### config.mk
export PLATFORM = sky130hd
export DESIGN_NAME = log_divider
export DESIGN_NICKNAME = d
export VERILOG_FILES = /design/src/rtl/log_div_pkg.sv /design/src/rtl/antilog_shifter.sv /design/src/rtl/lod.sv /design/src/rtl/log_divider.sv
export SDC_FILE = /design/constraint.sdc
export NUM_CORES = 1
export LEC_CHECK = 0
export ABC_AREA = 1
export CAP_MARGIN = 30
export CELL_PAD_IN_SITES_DETAIL_PLACEMENT = 2
export CELL_PAD_IN_SITES_GLOBAL_PLACEMENT = 2
export CORE_MARGIN = 4
export CORE_UTILIZATION = 36
export CTS_CLUSTER_DIAMETER = 30
export DETAILED_ROUTE_END_ITERATION = 10
export DONT_BUFFER_PORTS = 1
export PLACE_DENSITY_LB_ADDON = 0.1
export SLEW_MARGIN = 10
export SYNTH_ARGS = -nofsm -noshare
export SYNTH_HDL_FRONTEND = slang
export SYNTH_HIERARCHICAL = 1
export SYNTH_SLANG_ARGS = --single-unit
export TNS_END_PERCENT = 1
### constraint.sdc
create_clock -name clk -period 4.2 [get_ports clk]
set_clock_uncertainty 0.1 [all_clocks]
set_input_delay 0.42 -clock clk [delete_from_list [all_inputs] [get_ports clk]]
set_output_delay 0.42 -clock clk [all_outputs]
set_load 0.02 [all_outputs]
### src/rtl/log_div_pkg.sv
// log_div_pkg: widths, constants and stage records for the logarithmic divider
package log_div_pkg;
    localparam int OP_W     = 8;
    localparam int RES_W    = 16;
    localparam int FRAC_W   = 7;
    localparam int OUT_FRAC = 8;
    localparam int LOG_W    = 10;
    localparam int DIFF_W   = 11;
    localparam int MAG_W    = 17;
    localparam int K_W      = 3;
    localparam logic [RES_W-1:0] POS_MAX = 16'h7FFF;
    localparam logic [RES_W-1:0] NEG_MAX = 16'h8000;

    typedef struct packed {
        logic [LOG_W-1:0] l_a;
        logic [LOG_W-1:0] l_b;
        logic             sign;
        logic             a_zero;
        logic             b_zero;
        logic             vld;
    } s1_t;

    typedef struct packed {
        logic [MAG_W-1:0] mag;
        logic             sign;
        logic             a_zero;
        logic             b_zero;
        logic             vld;
    } s2_t;
endpackage

### src/rtl/antilog_shifter.sv
// antilog_shifter: converts a log-domain difference into a Q8.8 magnitude
module antilog_shifter
    import log_div_pkg::*;
(
    input  logic [DIFF_W-1:0] d,
    output logic [MAG_W-1:0]  mag
);
    logic [4:0]       e;
    logic [3:0]       r;
    logic [MAG_W-1:0] base;
    // e = floor(d/128)+1 is the shift exponent; negative e shifts right and truncates
    always_comb begin
        e    = {d[DIFF_W-1], d[DIFF_W-1:FRAC_W]} + 5'd1;
        r    = 4'd0 - e[3:0];
        base = MAG_W'({1'b1, d[FRAC_W-1:0]});
        mag  = e[4] ? base >> r : base << e[3:0];
    end
endmodule

### src/rtl/lod.sv
// lod: leading-one position and left-aligned fraction below it
module lod
    import log_div_pkg::*;
(
    input  logic [OP_W-1:0]   x,
    output logic [K_W-1:0]    k,
    output logic [FRAC_W-1:0] f
);
    // highest set bit wins; shifting the low bits left pushes the leading one out of the field
    always_comb begin
        k = '0;
        for (int i = 0; i < OP_W; i++)
            if (x[i]) k = K_W'(i);
        f = x[FRAC_W-1:0] << (K_W'(OP_W - 1) - k);
    end
endmodule

### src/rtl/log_divider.sv
// log_divider: three-stage Mitchell log-domain signed 8-bit divider, Q8.8 quotient
module log_divider
    import log_div_pkg::*;
(
    input  logic             clk,
    input  logic             rst,
    input  logic             in_valid,
    output logic             in_ready,
    input  logic [OP_W-1:0]  A,
    input  logic [OP_W-1:0]  B,
    output logic             out_valid,
    input  logic             out_ready,
    output logic [RES_W-1:0] result,
    output logic             div_by_zero
);
    s1_t               s1, s1_d;
    s2_t               s2, s2_d;
    logic [OP_W-1:0]   abs_a, abs_b;
    logic [K_W-1:0]    k_a, k_b;
    logic [FRAC_W-1:0] f_a, f_b;
    logic [DIFF_W-1:0] diff;
    logic [MAG_W-1:0]  mag;
    logic [RES_W-1:0]  pos, neg, res_d;
    logic              stall;

    assign stall    = out_valid && !out_ready;
    assign in_ready = !stall;
    assign abs_a    = A[OP_W-1] ? -A : A;
    assign abs_b    = B[OP_W-1] ? -B : B;
    assign diff     = {1'b0, s1.l_a} - {1'b0, s1.l_b};

    lod u_lod_a (.x(abs_a), .k(k_a), .f(f_a));
    lod u_lod_b (.x(abs_b), .k(k_b), .f(f_b));
    antilog_shifter u_antilog (.d(diff), .mag(mag));

    // next contents of each stage, including saturation and sign application at the output
    always_comb begin
        s1_d  = '{l_a: {k_a, f_a}, l_b: {k_b, f_b}, sign: A[OP_W-1] ^ B[OP_W-1],
                  a_zero: A == '0, b_zero: B == '0, vld: in_valid};
        s2_d  = '{mag: mag, sign: s1.sign, a_zero: s1.a_zero, b_zero: s1.b_zero, vld: s1.vld};
        pos   = s2.mag > MAG_W'(POS_MAX) ? POS_MAX : s2.mag[RES_W-1:0];
        neg   = s2.mag >= MAG_W'(NEG_MAX) ? NEG_MAX : -s2.mag[RES_W-1:0];
        res_d = (s2.b_zero || s2.a_zero) ? '0 : s2.sign ? neg : pos;
    end

    // whole pipeline advances together unless the output is held by the consumer
    always_ff @(posedge clk or posedge rst) begin
        if (rst) begin
            s1          <= '0;
            s2          <= '0;
            out_valid   <= 1'b0;
            result      <= '0;
            div_by_zero <= 1'b0;
        end else if (!stall) begin
            s1          <= s1_d;
            s2          <= s2_d;
            out_valid   <= s2.vld;
            result      <= res_d;
            div_by_zero <= s2.b_zero;
        end
    end
endmodule

---- Word level (Yosys, flattened, before mapping) ----
Index checks and enable logic that the tools add are counted.
word-level totals
  register bits ........................... 63
  input port bits ......................... 20
  output and inout bits ................... 19
  word-level logic and storage cells ...... 56
operators by class
  add/subtract/negate cells ............... 8
  order comparisons ....................... 2
  shifts and indexed selects .............. 4
  multiplexer cells ....................... 21
  bitwise operators ....................... 1
  reductions and logical operators ........ 6
operator list
  kind                                                                                number
  16-bit 2-to-1 mux                                                                   4
  3-bit 2-to-1 mux                                                                    8
  17-bit by 16-bit >= comparator with 1-bit output (second input constant)            1
  17-bit by 15-bit greater-than comparator with 1-bit output (second input constant)  1
  17-bit 2-to-1 mux                                                                   1
  8-bit by 4-bit << shifter with 17-bit output                                        1
  8-bit by 4-bit >> shifter with 17-bit output                                        1
  8-bit logical NOT                                                                   2
  8-bit 2-to-1 mux                                                                    2
  16-bit negation                                                                     1
  8-bit negation                                                                      2
  7-bit by 3-bit << shifter with 7-bit output                                         2
  10-bit by 10-bit subtractor with 11-bit output                                      1
  2-bit 2-to-1 mux                                                                    4
  3-bit subtractor (first input constant)                                             2
  4-bit by 2-bit adder with 5-bit output (second input constant)                      1
  1-bit by 4-bit subtractor with 4-bit output (first input constant)                  1
  1-bit logical NOT                                                                   2
  1-bit 2-to-1 mux                                                                    2
  1-bit logical AND                                                                   1
  1-bit logical OR                                                                    1
  1-bit bitwise XOR                                                                   1

---- Logic depth before layout (Yosys ltp) ----
  depth after elaboration ................. 11
  depth in mapped cells ................... 23
  depth with buffers taken out ............ 21

---- By module ----
Netlist, hierarchy kept.
modules (own cells, without submodules)
  module           instances  cells each  area each (µm²)  seq. area each (µm²)
  log_divider      1          515         3753.6           1576.5
  antilog_shifter  1          193         975.9            0.0
  lod              2          59          311.5            0.0

---- Worst setup path after synthesis ----
No wires, ideal clock.
  path kind ............................... register to register
  start ................................... register s1[14] (netlist bit)
  end ..................................... register s2[11] (netlist bit)
  arrival time ............................ 2.860 ns
  required time ........................... 3.967 ns
  path slack .............................. 1.108 ns
  cell stages (with the launch flop) ...... 21
  path through ............................ dfrtp_1 > inv_1 > ha_1 > inv_1 > fa_1 > nand3_1 > nand3_1 > nand3_1 > nand2_1 > xor2_1 > ha_1 > buf_4 > inv_1 > buf_4 > nand2_1 > nand3_1 > nand2_1 > nand2_1 > nand2_1 > nand2_1 > o21ai_0
on the way
  longest elaborated chain between the ends .. 5
ends and longest elaborated chain
  element                                             line                   RTL
  from (decl)                                         log_divider.sv:16      s1_t s1, s1_d;
  from (signal assigned)                              log_divider.sv:49      s1 <= '0;
  from (signal assigned)                              log_divider.sv:55      s1 <= s1_d;
  10-bit by 10-bit subtractor with 11-bit output (*)  log_divider.sv:30      assign diff = {1'b0, s1.l_a} - {1'b0, s1.l_b};
  named net diff[8]                                   log_divider.sv:21      logic [DIFF_W-1:0] diff;
  4-bit by 2-bit adder with 5-bit output (*)          antilog_shifter.sv:13  e = {d[DIFF_W-1], d[DIFF_W-1:FRAC_W]} + 5'd1;
  1-bit by 4-bit subtractor with 4-bit output         antilog_shifter.sv:14  r = 4'd0 - e[3:0];
  8-bit by 4-bit >> shifter with 17-bit output        antilog_shifter.sv:16  mag = e[4] ? base >> r : base << e[3:0];
  17-bit 2-to-1 mux (*)                               antilog_shifter.sv:16
  named net mag[7]                                    log_divider.sv:22      logic [MAG_W-1:0] mag;
  to (signal assigned)                                log_divider.sv:50      s2 <= '0;
  to (signal assigned)                                log_divider.sv:56      s2 <= s2_d;
  to (decl)                                           log_divider.sv:17      s2_t s2, s2_d;
The timed path passes the listed nets; every way through them passes the cells marked *.
A chain may end at the register's enable or synchronous reset.

---- Worst setup path after layout ----
  start ................................... register s1[14] (netlist bit)
  end ..................................... register s2[4] (netlist bit)
The elaborated chain is that of the path after synthesis.

==> flow_metrics.tcl <==
set metrics [dict create \
    final_cell_mix "nand2_1, inv_1, nand3_1, dfrtp_1, o21ai_0" \
    yosys.area_share.simple_pct 43.7 \
    drive_above_1_share_pct 12.2 \
    yosysTopAreaCell "dfrtp_1" \
    fp-row-count 44 \
    cpMaxStageDelayCell "ha_1" \
    wl_mm 17.4 \
    cts_root_buffer "clkbuf_16" \
    synth.area.mux_share_pct 0 \
    cts-resized-gates 0 \
    die_w_um 130 \
    fin_crit_ps 3640 \
    period_share_pct 86.6 \
    port_buffers 0 \
    hold_viol 0 \
    crit_top_cell "nand2_1" \
    min_path_type "in -> reg" \
    clock.fmax_mhz 275 \
    gp_congestion 0.883 \
    worst-r2r-cell-count 22 \
    path_buf_inv 5 \
    cts_sinks 63 \
    tns_ps 0 \
    cpLargestDelayFamily "simple AND/OR/NAND/NOR gates" \
    vias 5275 \
    max_stage_delay_ps 460 \
    cts_tree "built" \
    ys_ff_latch 63 \
    required_ps 4270 \
    cp-end-kind "register" \
    ys_types 38 \
    reg2reg_to "s2[4]" \
    die_area_um2 16900 \
    ant_nets 0 \
    netlist.area_leader.share_pct 29.5 \
    cp.depth 22 \
    r2r_setup_slack_ps 560 \
    synth_top_family_by_area "simple AND/OR/NAND/NOR gates" \
    path_cells "inv_1 -> ha_1 -> inv_1 -> fa_1 -> nand3_1 -> nand3_1 -> nand3_1 -> nand2_1 -> xor2_1 -> buf_4 -> ha_1 -> inv_1 -> nand2_1 -> nand2_2 -> inv_2 -> nand2_1 -> nand3_1 -> nand2_1 -> nand2_1 -> nand2_1 -> nand2_1 -> o21ai_0" \
    synth_area_leaders "dfrtp_1, nand2_1, nand3_1" \
    cp-endpoint "s2[4]" \
    finalMaxSlewViolations 0 \
    grt_pass1_vias 5794 \
    overflow 0 \
    synth_nets 864 \
    finalSetupViolations 0 \
    io_pins 39 \
    synth-xor-area-share_pct 2.95 \
    ctsLongestPathBuffers 2 \
    antenna_found_initial 0 \
    synth_compound_area_share_pct 8.63 \
    rsz0062_at_grt "false" \
    cts_made_buffers 9 \
    synth_seq_area_share_pct 29.5 \
    clk_pin_slew_ps 50 \
    maxCapViolCount 0 \
    drc_errors 0 \
    max_slew_margin_pct 51.5 \
    synth_adder_area_share_pct 4.35 \
    first_iter_violations 237 \
    ys_warn_count 6 \
    arrival_ps 3710 \
    tightest_slew_ps 721 \
    fin_util_pct 40.0 \
    grtUsageTotal_pct 21.8 \
    die_h_um 130 \
    syn_area_um2 5350 \
    crit_fanout 11 \
    area_growth_syn_to_layout_pct 8.53 \
    n_antenna_cell 0 \
    via_per_inst 5.23 \
    worstSetupPathType "reg -> reg" \
    wl_per_cell_um 17.2 \
    start_kind "register" \
    hpwl_mm 13.8 \
    netlist_instances 826 \
    cts_max_level 3 \
    grt_start_max_net_pins 70 \
    syn_area_per_cell_um2 6.48 \
    status "finished, final reports clean" \
    initial_core_util_pct 36.8 \
    nNetsFinal 861 \
    startpoint "s1[14]" \
    r2r_start "s1[14]" \
    core-area_um2 14500 \
    grt_first_pass_wirelength_mm 29.4 \
    insertion_delay_ps 330 \
    final_common_cell "nand2_1" \
    drt_first_pass_iters 4 \
]
[per-stage QoR]
| step | std cells | hold WS, ps | setup slack, ps | cell area [um2] |
|---|---|---|---|---|
| 6_report | 1009 | 167 | 563 | 5810 |
| 5_1_grt | 1009 | 177 | 203 | 5810 |
| 4_1_cts | 1007 | 67.6 | 553 | 5780 |
| 3_5_place_dp | 994 | 372 | 579 | 5490 |
| 3_3_place_gp | 994 | 345 | 840 | 5490 |
| 2_1_floorplan | 826 | 340 | 1110 | 5350 |
[registers in the layout, summed over array words and instances, names as in the netlist]
signal	flops
s1	24
s2	21
result	16
div_by_zero	1
out_valid	1
[cell usage after synthesis, drive strengths merged]
cell    instances
dfrtp          63
nand4          19
nor4            4
o21ai          58
xnor2           1
ha             17
nand3          90
fa              1
o22ai           2
nor3            8
buf            14
clkinv          1
inv           118
nand2         321
o211ai          2
xor2           17
a21oi          20
a31oi           1
nor2           59
clkbuf          7
or2             3
[kinds of logic (layout without fill, tap and decap cells)]
logic type	count (synthesis)	count (layout)
compound gates	83	83
buf+inv	140	139
flops	63	63
fa+ha+maj	18	18
simple gates	504	504
xor+xnor	18	18
[worst min-delay path by stage]
stage	slack, ps	cells after the start	startpoint	endpoint
after floorplan	340	1	s2[0]	out_valid
after global placement	350	1	s2[0]	out_valid
after detailed placement	370	1	s2[0]	out_valid
after CTS	70	1	rst	result[15]
after global routing	180	2	in_valid	s1[0]
final	170	2	in_valid	s1[0]
[per-layer routing]
metal	wire length (um)	vias to the layer above	global-route usage, %
li1	-	2599	-
met1	8280	2606	28.7
met2	8450	54	37.6
met3	398	16	2.66
met4	246	0	5.93
met5	0	-	0
[timing repair]
item	in CTS	in global routing
buffers inserted	0	0
hold buffers	0	1
endpoints found under the hold margin	0	37
[final cells by class]
| class | count | area, um2 |
|---|---|---|
| Tap cell | 184 | 230 |
| Fill cell | 1806 | 8720 |
| Multi-Input combinational cell | 623 | 3190 |
| Clock buffer | 12 | 256 |
| Sequential cell | 63 | 1580 |
| Clock inverter | 1 | 30.0 |
| Timing Repair Buffer | 7 | 67.6 |
| Inverter | 119 | 457 |
Power is left out: the tool's default activity adds up to more than one toggle a clock period on the data nets, which glitch-free logic cannot reach.
